<file path="src/rtl/sram_controller.sv">
// sram_controller
//   Services 32-bit load/store requests from the MEM stage on a 16-bit
//   asynchronous SRAM as two halfword accesses (low half, then high half).
//   The pipeline stalls while ready is low.
//
// Ports:
//   clk, rst          clock (rising edge), asynchronous active-low reset
//   wr_en, rd_en      request strobes, held until ready (write wins if both)
//   address           byte address of the request
//   write_data        store data
//   read_data         load data, valid while ready is high in the DONE cycle
//   ready             request complete / nothing pending
//   sram_addr         halfword address on the pins
//   sram_dq_out/_oe   write data and output enable for the external pad
//   sram_dq_in        read data from the external pad
//   sram_we_n/_oe_n   active-low write / output enables
//   sram_ce_n/_ub_n/_lb_n  permanently asserted
module sram_controller #(
    parameter logic [31:0] BASE_ADDR     = 32'd1024,
    parameter int          ACCESS_CYCLES = 2
) (
    input  logic        clk,
    input  logic        rst,
    input  logic        wr_en,
    input  logic        rd_en,
    input  logic [31:0] address,
    input  logic [31:0] write_data,
    output logic [31:0] read_data,
    output logic        ready,
    output logic [17:0] sram_addr,
    output logic [15:0] sram_dq_out,
    output logic        sram_dq_oe,
    input  logic [15:0] sram_dq_in,
    output logic        sram_we_n,
    output logic        sram_oe_n,
    output logic        sram_ce_n,
    output logic        sram_ub_n,
    output logic        sram_lb_n
);

    localparam int CNT_W = (ACCESS_CYCLES > 1) ? $clog2(ACCESS_CYCLES) : 1;
    localparam logic [CNT_W-1:0] CNT_LAST = CNT_W'(ACCESS_CYCLES - 1);

    typedef enum logic [1:0] {IDLE, LO, HI, DONE} state_t;

    state_t           state_q, state_d;
    logic [CNT_W-1:0] cnt_q, cnt_d;
    logic             is_wr_q, is_wr_d;
    logic [16:0]      word_q, word_d;
    logic [15:0]      wdata_hi_q, wdata_hi_d;
    logic [31:0]      read_data_q, read_data_d;
    logic [17:0]      sram_addr_q, sram_addr_d;
    logic [15:0]      dq_out_q, dq_out_d;
    logic             dq_oe_q, dq_oe_d;
    logic             we_n_q, we_n_d;
    logic             oe_n_q, oe_n_d;

    // Only offset bits [18:2] select the word, so the subtraction needs just
    // the low 19 bits; the rest of the address is intentionally ignored.
    logic [18:0] offset;
    logic [16:0] req_word;
    logic        last_beat;
    logic        unused_bits;

    assign offset      = address[18:0] - BASE_ADDR[18:0];
    assign req_word    = offset[18:2];
    assign unused_bits = ^{address[31:19], offset[1:0]};
    assign last_beat   = (cnt_q == CNT_LAST);

    assign ready       = ~(rd_en | wr_en) | (state_q == DONE);
    assign read_data   = read_data_q;
    assign sram_addr   = sram_addr_q;
    assign sram_dq_out = dq_out_q;
    assign sram_dq_oe  = dq_oe_q;
    assign sram_we_n   = we_n_q;
    assign sram_oe_n   = oe_n_q;
    assign sram_ce_n   = 1'b0;
    assign sram_ub_n   = 1'b0;
    assign sram_lb_n   = 1'b0;

    // Pin values are computed one state ahead so they are registered and
    // already valid in the first cycle of each halfword access.
    always_comb begin
        state_d     = state_q;
        cnt_d       = cnt_q;
        is_wr_d     = is_wr_q;
        word_d      = word_q;
        wdata_hi_d  = wdata_hi_q;
        read_data_d = read_data_q;
        sram_addr_d = sram_addr_q;
        dq_out_d    = dq_out_q;
        dq_oe_d     = dq_oe_q;
        we_n_d      = we_n_q;
        oe_n_d      = oe_n_q;
        case (state_q)
            IDLE: begin
                if (wr_en | rd_en) begin
                    state_d     = LO;
                    cnt_d       = '0;
                    is_wr_d     = wr_en;
                    word_d      = req_word;
                    wdata_hi_d  = write_data[31:16];
                    sram_addr_d = {req_word, 1'b0};
                    if (wr_en) begin
                        dq_out_d = write_data[15:0];
                        dq_oe_d  = 1'b1;
                        we_n_d   = 1'b0;
                        oe_n_d   = 1'b1;
                    end else begin
                        dq_oe_d  = 1'b0;
                        we_n_d   = 1'b1;
                        oe_n_d   = 1'b0;
                    end
                end
            end
            LO: begin
                if (last_beat) begin
                    state_d     = HI;
                    cnt_d       = '0;
                    sram_addr_d = {word_q, 1'b1};
                    if (is_wr_q) begin
                        dq_out_d = wdata_hi_q;
                    end else begin
                        read_data_d[15:0] = sram_dq_in;
                    end
                end else begin
                    cnt_d = cnt_q + CNT_W'(1);
                end
            end
            HI: begin
                if (last_beat) begin
                    state_d = DONE;
                    cnt_d   = '0;
                    dq_oe_d = 1'b0;
                    we_n_d  = 1'b1;
                    oe_n_d  = 1'b1;
                    if (!is_wr_q) begin
                        read_data_d[31:16] = sram_dq_in;
                    end
                end else begin
                    cnt_d = cnt_q + CNT_W'(1);
                end
            end
            default: begin
                state_d = IDLE;
            end
        endcase
    end

    always_ff @(posedge clk or negedge rst) begin
        if (!rst) begin
            state_q     <= IDLE;
            cnt_q       <= '0;
            is_wr_q     <= 1'b0;
            read_data_q <= '0;
            sram_addr_q <= '0;
            dq_out_q    <= '0;
            dq_oe_q     <= 1'b0;
            we_n_q      <= 1'b1;
            oe_n_q      <= 1'b1;
        end else begin
            state_q     <= state_d;
            cnt_q       <= cnt_d;
            is_wr_q     <= is_wr_d;
            read_data_q <= read_data_d;
            sram_addr_q <= sram_addr_d;
            dq_out_q    <= dq_out_d;
            dq_oe_q     <= dq_oe_d;
            we_n_q      <= we_n_d;
            oe_n_q      <= oe_n_d;
        end
    end

    // Latched request data; only consumed after a request has been accepted.
    always_ff @(posedge clk) begin
        word_q     <= word_d;
        wdata_hi_q <= wdata_hi_d;
    end

endmodule

</file>
<file path="config.mk">
export PLATFORM = sky130hd
export DESIGN_NAME = sram_controller
export DESIGN_NICKNAME = d
export VERILOG_FILES = /design/src/rtl/sram_controller.sv
export SDC_FILE = /design/constraint.sdc
export NUM_CORES = 1
export LEC_CHECK = 0
export CAP_MARGIN = 0
export CELL_PAD_IN_SITES_DETAIL_PLACEMENT = 1
export CELL_PAD_IN_SITES_GLOBAL_PLACEMENT = 1
export CORE_MARGIN = 2
export CORE_UTILIZATION = 38
export CTS_BUF_LIST = sky130_fd_sc_hd__clkbuf_16
export DETAILED_ROUTE_END_ITERATION = 10
export PLACE_DENSITY_LB_ADDON = 0.15
export SYNTH_ARGS = -nofsm -noshare
export SYNTH_HDL_FRONTEND = slang
export SYNTH_SLANG_ARGS = --single-unit
</file>
<file path="constraint.sdc">
create_clock -name clk -period 4.9 [get_ports clk]
set_input_delay 0.735 -clock clk [delete_from_list [all_inputs] [get_ports clk]]
set_output_delay 0.735 -clock clk [all_outputs]
set_load 0.01 [all_outputs]
</file>
==> results.md, run 1 <==
- Yosys cell types: 42
- Pin count of the biggest net entering global routing: 74
- Seq cells post-synth: 106
- Number of global-route vias before repair: 3287
- # IOs: 157
- Tcrit/Tclk final: 0.625
- CP most frequent cell: clkdlybuf4s50_1
- Reg clk slew, reported paths: roughly 70 ps
- Final WL: around 10000 µm
- CP bufs+invs: 2
- Post-synth top cells: dfrtp_1 (71), mux2_2 (34), edfxtp_1 (33)
- Worst slew margin: 0.311
- Area of the die: roughly 12000 µm²
- Max Cap Violations: 0
- Crit path time final: 3060 ps
- HP Start: sram_addr[12]$_DFFE_PN0P_
- Top delay family on crit path: buffers and inverters
- Worst Path Required: 4160 ps
- GP Congestion: 0.708
- Worst stage delay on the critical path: 520 ps
- Setup TNS: 0 ps
- Outcome: finished, final reports clean
- Final-stage net count: 543
- Hold WC Path Type: register to register
- Final antenna diode count: 0
- Cells after synthesis: 318
- Core box area: ~11000 µm²
- Top FF cell, synth: dfrtp_1
- Setup crit start kind: input pin
- First-pass GRT wire length: 17000 µm
- Vias: around 3000
- Worst IR drop on VDD: 0.000297 V
- Final setup fails: 0
- Port-buffer cells: about 140
- Cell taking the most area after synthesis: dfrtp_1
- HPWL Detailed: 7240 µm
- Initial antenna violation count: 0
- CP Class: input pin to output port
- Post-synth EDFFs: 33
- # resized after CTS: 0
- Share of cells above drive strength 1: 0.133
- GRT overflow: 0
- Multi-input gate area: 1450 µm²
- Die height: 111 µm
- Setup Fix Bufs, Post-CTS: 0
- CP endpoint kind: output port
- FP Rows: 39
- Post-layout util: 0.543
- Clock sink count: 106
- Final hold vios: 0
- Worst Clk Skew: approximately 7.4 ps
- Hold_buf cts: 0
- Slew Viols, Final: 0
- Final Cell Area: 6140 µm²
- Overall Power: roughly 4 mW
- CP cell instances: clkdlybuf4s50_1 -> nor2_1 -> or2_2 -> clkdlybuf4s50_1
- Seq. cell area: 2820 µm²
- Crit path DAT: about 2300 ps
- Top-area cell type share of the netlist area: 0.407
- Pre-antenna DRT Iters: 4
- Synthesized area per cell: 13.7 µm²
- Sequential share of the synthesized area: 0.646
- Initial Util: 0.386
- # fillers: 1143
- Gr usage total: 0.176
- Vias per cell: ~5
- R2R Path End: read_data[10]$_DFFE_PN0P_
- Placed instance area: 5860 µm²
- Maximum clock frequency: 326 MHz
- Drt wl/cell: 17.3 µm
- R2R depth: 5
- Post-synth ARST share: 0.689
- CTS tree: built
- RSZ-0062 raised after global routing: no
- WHS Path Cells: 2
- Hold Crit Endpoint: sram_addr[12]$_DFFE_PN0P_
- Synth top area cells: dfrtp_1 (41%), edfxtp_1 (23%), mux2_2 (8.8%)
- Worst skew pair latency: 350 ps
- DRC viols: 0
- Root Buffer: clkbuf_16
- Area Overhead vs Synth: 40.7%
- R2R Setup Slk: between 2000 and 2500 ps
- CTS Buffer Depth: 2
- Pwr Density: roughly 650 nW/µm²
- Worst Max-Slew Pin Slew: 1030 ps
- Mapped Area: 4370 µm²
- Synth warnings: 0
- Final ANT Viol Nets: 0
- Most frequent cell after synthesis: dfrtp_1
- Leak pwr: 2.46 nW
- RR Startpoint: state_q[1]$_DFFE_PN0P_
- Critical-path top delay cell: clkdlybuf4s50_1
- Hold slack: 486 ps
- DIE WIDTH: 111 µm
- Clock H-tree levels: 3
- CTS Buf Count: 9
- Initial DRC Count: 96
- CP max FO: 4
==> worst reg2reg max path: cells and delay by family, from the launching register on <==
kind	cells	cell delay [ps]
mux	1	470
flops	1	420
buf+inv	1	100
fa+ha+maj	1	580
simple gates	2	820
==> sequential cells by signal, indices dropped and copies added (netlist names) <==
register     flops
read_data       32
sram_addr       18
word_q          17
sram_dq_out     16
wdata_hi_q      16
state_q          2
cnt_q            1
is_wr_q          1
sram_dq_oe       1
sram_oe_n        1
sram_we_n        1
==> metrics by stage <==
step | cells | worst slack [ps]
floorplan | 320 | 2170
global placement | 586 | 1820
detailed placement | 586 | 1830
CTS | 602 | 1820
global route | 602 | 1750
finish | 602 | 1840
==> cells by family after synthesis <==
group | synth area share
multiplexers | 0.154
flip-flops | 0.646
buffers and inverters | 0.0289
adder cells (fa/ha/maj) | 0.0143
AND/OR/NAND/NOR | 0.0788
AO/OA/AOI/OAI | 0.0650
other | 0.000859
XOR/XNOR | 0.0120
==> worst max-delay path by stage <==
| stage | start | end | slack [ps] | depth (start not counted) |
|---|---|---|---|---|
| 6_report | rd_en | ready | 1840 | 4 |
| 5_1_grt | wr_en | ready | 1750 | 4 |
| 4_1_cts | rd_en | ready | 1820 | 4 |
| 3_5_place_dp | rd_en | ready | 1830 | 4 |
| 3_3_place_gp | wr_en | ready | 1820 | 4 |
| 2_1_floorplan | rd_en | wdata_hi_q[0]$_DFFE_PP_ | 2170 | 2 |
==> power by group <==
part	leakage, nW	total [mW]	internal (mW)	switching, mW
registers	1.16	1.52	1.33	0.186
clock network	0.149	0.704	0.388	0.316
logic	1.15	1.74	0.930	0.814
==> cell type report <==
| class | instances | area share |
|---|---|---|
| Sequential cell | 106 | 0.459 |
| Multi-Input combinational cell | 190 | 0.235 |
| Timing Repair Buffer | 140 | 0.227 |
| Clock buffer | 9 | 0.0367 |
| Tap cell | 143 | 0.0291 |
| Clock inverter | 7 | 0.00896 |
| Inverter | 7 | 0.00428 |
==> layout by cell type (no fill, tap or decap), types with 2 or more instances in the layout <==
cell type        count
a32o_1               2
a21oi_1             19
clkinv_1             2
and3_1               2
a21o_1               2
nor4_2               2
inv_1               10
conb_1               3
nor2b_1              3
mux2i_1             29
clkbuf_16            9
nand2_1             19
buf_4                3
o21ai_0             15
a22o_1               2
xor2_1               6
dfstp_2              2
and2_0               2
clkdlybuf4s50_1    137
nor2_1              25
a211o_1              2
mux2_2              34
ha_1                 4
dfrtp_1             71
edfxtp_1            33
==> metal layers <==
metal	GRT usage	share of wire	up-vias
met4	0.0519	0.0087	0
met2	0.298	0.49	98
li1	-	-	1394
met5	0	0	-
met3	0.0722	0.080	7
met1	0.206	0.43	1510
Power figures use the tool's default switching activity.
==> inputs of run 2 (changes only) <==
CORE_UTILIZATION = 35   (was 38)
clock period = 3.2 ns   (was 4.9 ns; I/O delays follow)
==> run 2 against run 1 <==
Compared with the run above:
- critical path type unchanged
- combinational power grew 53%
- non-clock buffer count up 3
- sequential share of layout area decreased by 0.21 points
- total power up 51%
- largest power group unchanged
- clock skew is 0.54 ps lower
- wire length about the same
- cell count up 4.7%
- clock power is 41% higher
- largest cell class unchanged
==> results.md, run 2 (synthesis results as in run 1) <==
- DRC viols: 0 (unchanged)
- Final antenna diode count: 0 (unchanged)
- CP max FO: 4 (unchanged)
- Most common cell after layout, fill and taps aside: clkdlybuf4s50_1 (unchanged)
- Crit path DAT: 2120 ps (was 2330 ps)
- Vias: 2956 (was 3009)
- Die height: 116 µm (was 111 µm)
- Seq. cell area: 2820 µm² (unchanged)
- CTS Buf Count: 9 (unchanged)
- Worst stage delay on the critical path: 550 ps (was 520 ps)
- CP endpoint kind: output port (unchanged)
- Hold WC Path Type: input pin to asynchronous set/reset pin (was register to register)
- First-pass GRT wire length: 16900 µm (was 17000 µm)
- Pwr Density: 968 nW/µm² (was 645 nW/µm²)
- Setup Fix Bufs, Post-CTS: 0 (unchanged)
- Most frequent cells in the layout: clkdlybuf4s50_1 (137), dfrtp_1 (71), mux2_2 (34) (unchanged)
- Number of global-route vias before repair: 3324 (was 3287)
- Worst IR drop on VDD: 0.000337 V (was 0.000297 V)
- Final hold vios: 0 (unchanged)
- Reg clk slew, reported paths: 70 ps (about the same)
- RSZ-0062 raised after global routing: no (unchanged)
- Root Buffer: clkbuf_16 (unchanged)
- Vias per cell: 4.69 (was 5.00)
- Drt wl/cell: 16.6 µm (was 17.3 µm)
- Hold slack: 282 ps (was 486 ps)
- Outcome: finished, final reports clean (unchanged)
- GP Congestion: 0.737 (was 0.708)
- Largest register FFs: 32 (unchanged)
- Hold_buf cts: 0 (unchanged)
- CP cell instances: clkdlybuf4s50_1 -> nor2_1 -> or2_2 -> clkdlybuf4s50_1 (unchanged)
- Pre-antenna DRT Iters: 4 (unchanged)
- GRT overflow: 0 (unchanged)
- Max Cap Violations: 0 (unchanged)
- Worst Max-Slew Pin Slew: 963 ps (was 1030 ps)
- Critical-path top delay cell: clkdlybuf4s50_1 (unchanged)
- Worst Path Required: 2720 ps (was 4160 ps)
- HPWL Detailed: 7270 µm (was 7240 µm)
- Clock H-tree levels: 3 (unchanged)
- Final setup fails: 0 (unchanged)
- FP Rows: 40 (was 39)
- # IOs: 157 (unchanged)
- Final WL: 10400 µm (about the same)
- # resized after CTS: 0 (unchanged)
- Share of cells above drive strength 1: 0.136 (was 0.133)
- Tcrit/Tclk final: 0.812
- Slew Viols, Final: 0 (unchanged)
- Pin count of the biggest net entering global routing: 74 (unchanged)
- DIE WIDTH: 116 µm (was 111 µm)
- Leak pwr: 2.46 nW (about the same)
- Final-stage net count: 546 (was 543)
- CP most frequent cell: clkdlybuf4s50_1 (unchanged)
- Clock sink count: 106 (unchanged)
- Core box area: 12100 µm² (was 11300 µm²)
- Initial DRC Count: 74 (was 96)
- Final ANT Viol Nets: 0 (unchanged)
- # fillers: 1275 (was 1143)
- Port-buffer cells: 138 (unchanged)
- Crit path time final: between 2000 and 3000 ps
- Multi-input gate area: 1450 µm² (unchanged)
- CTS tree: built (unchanged)
- CTS Buffer Depth: 2 (unchanged)
- Area Overhead vs Synth: 41.4% (was 40.7%)
- Initial antenna violation count: 0 (unchanged)
- CP Class: input pin to output port (unchanged)
- Worst Clk Skew: 6.83 ps (was 7.37 ps)
- Worst slew margin: 0.358 (was 0.311)
- Setup crit start kind: input pin (unchanged)
- Gr usage total: 0.166 (was 0.176)
- Maximum clock frequency: 385 MHz
- Area of the die: 13400 µm² (was 12400 µm²)
- Setup TNS: 0 ps (unchanged)
- Initial Util: 0.361 (was 0.386)
- Worst skew pair latency: 350 ps (about the same)
[run 2: cell types whose count changed in the layout (fill, tap and decap cells not counted)]
cell and delta:
buf_4 +3, bufinv_16 -1, clkinv_1 +1, clkinvlp_4 +1, inv_4 -1
[run 2: through the flow]
stage / area, µm² / worst slack (ps) / power (mW) / instances / util
after floorplan: 4370 / 514 / 3.72 / 320 / -
after global placement: 5920 / 614 / 4.97 / 614 / 0.489
after detailed placement: 5920 / 595 / 5.07 / 614 / 0.489
after CTS: 6170 / 569 / 6.09 / 630 / 0.510
after global routing: 6170 / 506 / 6.41 / 630 / 0.510
final: 6170 / 601 / 5.98 / 630 / 0.510
[run 2: path summary, 6_finish.rpt]
| kind | slack (ps) | depth (start not counted) | to | from |
|---|---|---|---|---|
| worst max-delay path | 600 | 4 | ready | rd_en |
| worst min-delay path | 280 | 1 | read_data[17]$_DFFE_PN0P_ | rst |
| worst max register to register | 920 | 6 | sram_addr[15]$_DFFE_PN0P_ | state_q[0]$_DFFE_PN0P_ |
| worst min register to register | 480 | 2 | sram_addr[2]$_DFFE_PN0P_ | sram_addr[2]$_DFFE_PN0P_ |
| max in group asynchronous | 2310 | 1 | sram_addr[5]$_DFFE_PN0P_ | rst |
| min in group clk | 480 | 2 | sram_addr[2]$_DFFE_PN0P_ | sram_addr[2]$_DFFE_PN0P_ |
[run 2: power by group]
group / switching [mW] / leakage (nW) / internal (mW)
registers: 0.286 / 1.16 / 2.03
logic: 1.23 / 1.16 / 1.44
clock network: 0.479 / 0.132 / 0.512
total: 2.00 / 2.46 / 3.98
[run 2: area by class of cell]
type,count,area share
clock inverter,7,0.00486
timing repair buffer,143,0.229
clock buffer,9,0.0365
sequential,106,0.457
multi-input combinational,190,0.234
tap,168,0.0340
inverter,7,0.00426
[run 2: metal layers]
layer,global-route usage,part of all wire,vias up
met2,0.274,0.47,97
met1,0.196,0.43,1444
met4,0.0833,0.021,0
li1,-,-,1400
met5,0,0,-
met3,0.0544,0.077,15
[run 2: critical path, delay by kind of cell]
family	cells	cell delay (ps)
buf+inv	2	1070
simple gates	2	580
==> inputs of run 3 (changes only) <==
clock period = 2.7 ns   (was 3.2 ns; I/O delays follow)
==> run 3 against run 2 <==
Compared with the run above:
- die area stayed put
- clock power increased by 18%
- largest cell class unchanged
- critical path type unchanged
- critical path depth did not move
==> results.md, run 3 (synthesis results as in run 1) <==
- Outcome: finished, final reports clean (unchanged)
- Psw: 2.36 mW (was 2.00 mW)
- Clock H-tree levels: 3 (unchanged)
- Pre-antenna DRT Iters: 4 (unchanged)
- Setup crit start kind: input pin (unchanged)
- Crit path time final: 2400 ps
- DRC viols: 0 (unchanged)
- # fillers: 1273 (was 1275)
- Root Buffer: clkbuf_16 (unchanged)
- Tcrit/Tclk final: 0.890
- Worst Clk Skew: 5.24 ps (was 6.83 ps)
- Worst Path Required: 2300 ps (was 2720 ps)
- # resized after CTS: 0 (unchanged)
- CTS Buf Count: 9 (unchanged)
- Layout Cells excl Fill: 631 (was 630)
- Overall Power: 7.10 mW (was 5.98 mW)
- Sw Share: 0.332 (was 0.334)
- Number of global-route vias before repair: 3223 (was 3324)
- Setup Fix Bufs, Post-CTS: 0 (unchanged)
- GRT overflow: 0 (unchanged)
- HPWL Detailed: 7220 µm (was 7270 µm)
- GP Congestion: 0.744 (was 0.737)
- Most common cell after layout, fill and taps aside: clkdlybuf4s50_1 (unchanged)
- Core box area: 12100 µm² (unchanged)
- RSZ-0062 raised after global routing: no (unchanged)
- Most frequent cells in the layout: clkdlybuf4s50_1 (137), dfrtp_1 (71), mux2_2 (34) (unchanged)
- Internal Power: 4.74 mW (was 3.98 mW)
- Reg clk slew, reported paths: 70 ps (about the same)
- Setup ws final: 297 ps (was 601 ps)
- Max Cap Violations: 0 (unchanged)
- Die height: 116 µm (unchanged)
- R2R Setup Slk: 480 ps (was 920 ps)
- CP max FO: 4 (unchanged)
- DIE WIDTH: 116 µm (unchanged)
- Worst slew margin: 0.375 (was 0.358)
- Initial Util: 0.361 (unchanged)
- CP endpoint kind: output port (unchanged)
- Place WS: 291 ps (was 595 ps)
- R2R Path End: sram_addr[14]$_DFFE_PN0P_ (was sram_addr[15]$_DFFE_PN0P_)
- Maximum clock frequency: 416 MHz
- Sequential power share: 0.386 (was 0.388)
- Area of the die: 13400 µm² (unchanged)
- Clock Power Share: 0.164 (was 0.166)
- Worst setup path start: rd_en (unchanged)
- Final setup fails: 0 (unchanged)
- R2R depth: 6 (unchanged)
- Final ANT Viol Nets: 0 (unchanged)
- Leak pwr: 2.47 nW (was 2.46 nW)
- Final WL: 10300 µm (was 10400 µm)
- Slew Viols, Final: 0 (unchanged)
- Logic pwr share: 0.449 (was 0.446)
- Clock sink count: 106 (unchanged)
- Area Overhead vs Synth: 41.9% (was 41.4%)
- Final-stage net count: 547 (was 546)
- Share of cells above drive strength 1: 0.140 (was 0.136)
- Setup TNS: 0 ps (unchanged)
- CTS Buffer Depth: 2 (unchanged)
- Worst IR drop on VDD: 0.000526 V (was 0.000337 V)
- Hold WC Path Type: input pin to asynchronous set/reset pin (unchanged)
- Hold slack: 205 ps (was 282 ps)
- Worst skew pair latency: 350 ps (about the same)
- Final antenna diode count: 0 (unchanged)
- Pwr Density: 1150 nW/µm² (was 968 nW/µm²)
- Pin count of the biggest net entering global routing: 74 (unchanged)
- Worst Max-Slew Pin Slew: 938 ps (was 963 ps)
- Initial antenna violation count: 0 (unchanged)
- Crit path DAT: 2000 ps (was 2120 ps)
- RR Startpoint: state_q[0]$_DFFE_PN0P_ (unchanged)
- # IOs: 157 (unchanged)
- Hold_buf cts: 0 (unchanged)
- CTS tree: built (unchanged)
- Gr usage total: 0.163 (was 0.166)
- Drt wl/cell: 16.3 µm (was 16.6 µm)
- Vias: 2951 (was 2956)
- Final hold vios: 0 (unchanged)
- Largest register FFs: 32 (unchanged)
- Port-buffer cells: 138 (unchanged)
- FP Rows: 40 (unchanged)
- DP Cell Count: 615 (was 614)
- Initial DRC Count: 160 (was 74)
- First-pass GRT wire length: 16600 µm (was 16900 µm)
- CP Class: input pin to output port (unchanged)
- Vias per cell: 4.68 (was 4.69)
run 3: cell count changes in the layout (fill, tap and decap cells not counted):
cell / previous run / this run
buf_12: 0 / 1
clkinv_1: 3 / 2
clkinv_2: 0 / 1
run 3: cell type report:
| cell class | instances | area (µm²) | area share |
|---|---|---|---|
| well taps | 168 | 210 | 0.0339 |
| clock inverters | 7 | 31.3 | 0.00505 |
| repair buffers | 144 | 1440 | 0.232 |
| clock buffers | 9 | 225 | 0.0364 |
| multi-input cells | 190 | 1450 | 0.233 |
| inverters | 7 | 26.3 | 0.00424 |
| flip-flops and latches | 106 | 2820 | 0.455 |
run 3: power groups by stage:
stage / clock, mW / sequential, mW / combinational [mW]
after CTS: 1.22 / 2.75 / 3.26
after detailed placement: 0 / 2.78 / 3.25
after floorplan: 0 / 2.98 / 1.42
after global placement: 0 / 2.75 / 3.16
after global routing: 1.27 / 2.82 / 3.50
final: 1.17 / 2.74 / 3.19
run 3: worst max path at each step:
stage | to | slack, ps | cells after the start
global route | ready | 250 | 4
global placement | ready | 310 | 4
detailed placement | ready | 290 | 4
finish | ready | 300 | 4
CTS | ready | 300 | 4
floorplan | wdata_hi_q[0]$_DFFE_PP_ | 10 | 4
run 3: layer usage:
| layer | wire (µm) | vias to the layer above | global-route usage |
|---|---|---|---|
| met5 | 0 | - | 0 |
| met4 | 181 | 0 | 0.0659 |
| met3 | 818 | 12 | 0.0581 |
| met2 | 4860 | 96 | 0.264 |
| met1 | 4420 | 1446 | 0.198 |
| li1 | - | 1397 | - |
run 3: per-stage QoR:
step / cell area (µm²) / util
2_1_floorplan: 4370 / -
3_3_place_gp: 5940 / 0.490
3_5_place_dp: 5940 / 0.490
4_1_cts: 6190 / 0.511
5_1_grt: 6190 / 0.511
6_report: 6190 / 0.511
run 3: worst max-delay path: stages:
cell,delay (ps)
clkdlybuf4s50_1,520
nor2_1,360
or2_2,190
clkdlybuf4s50_1,520
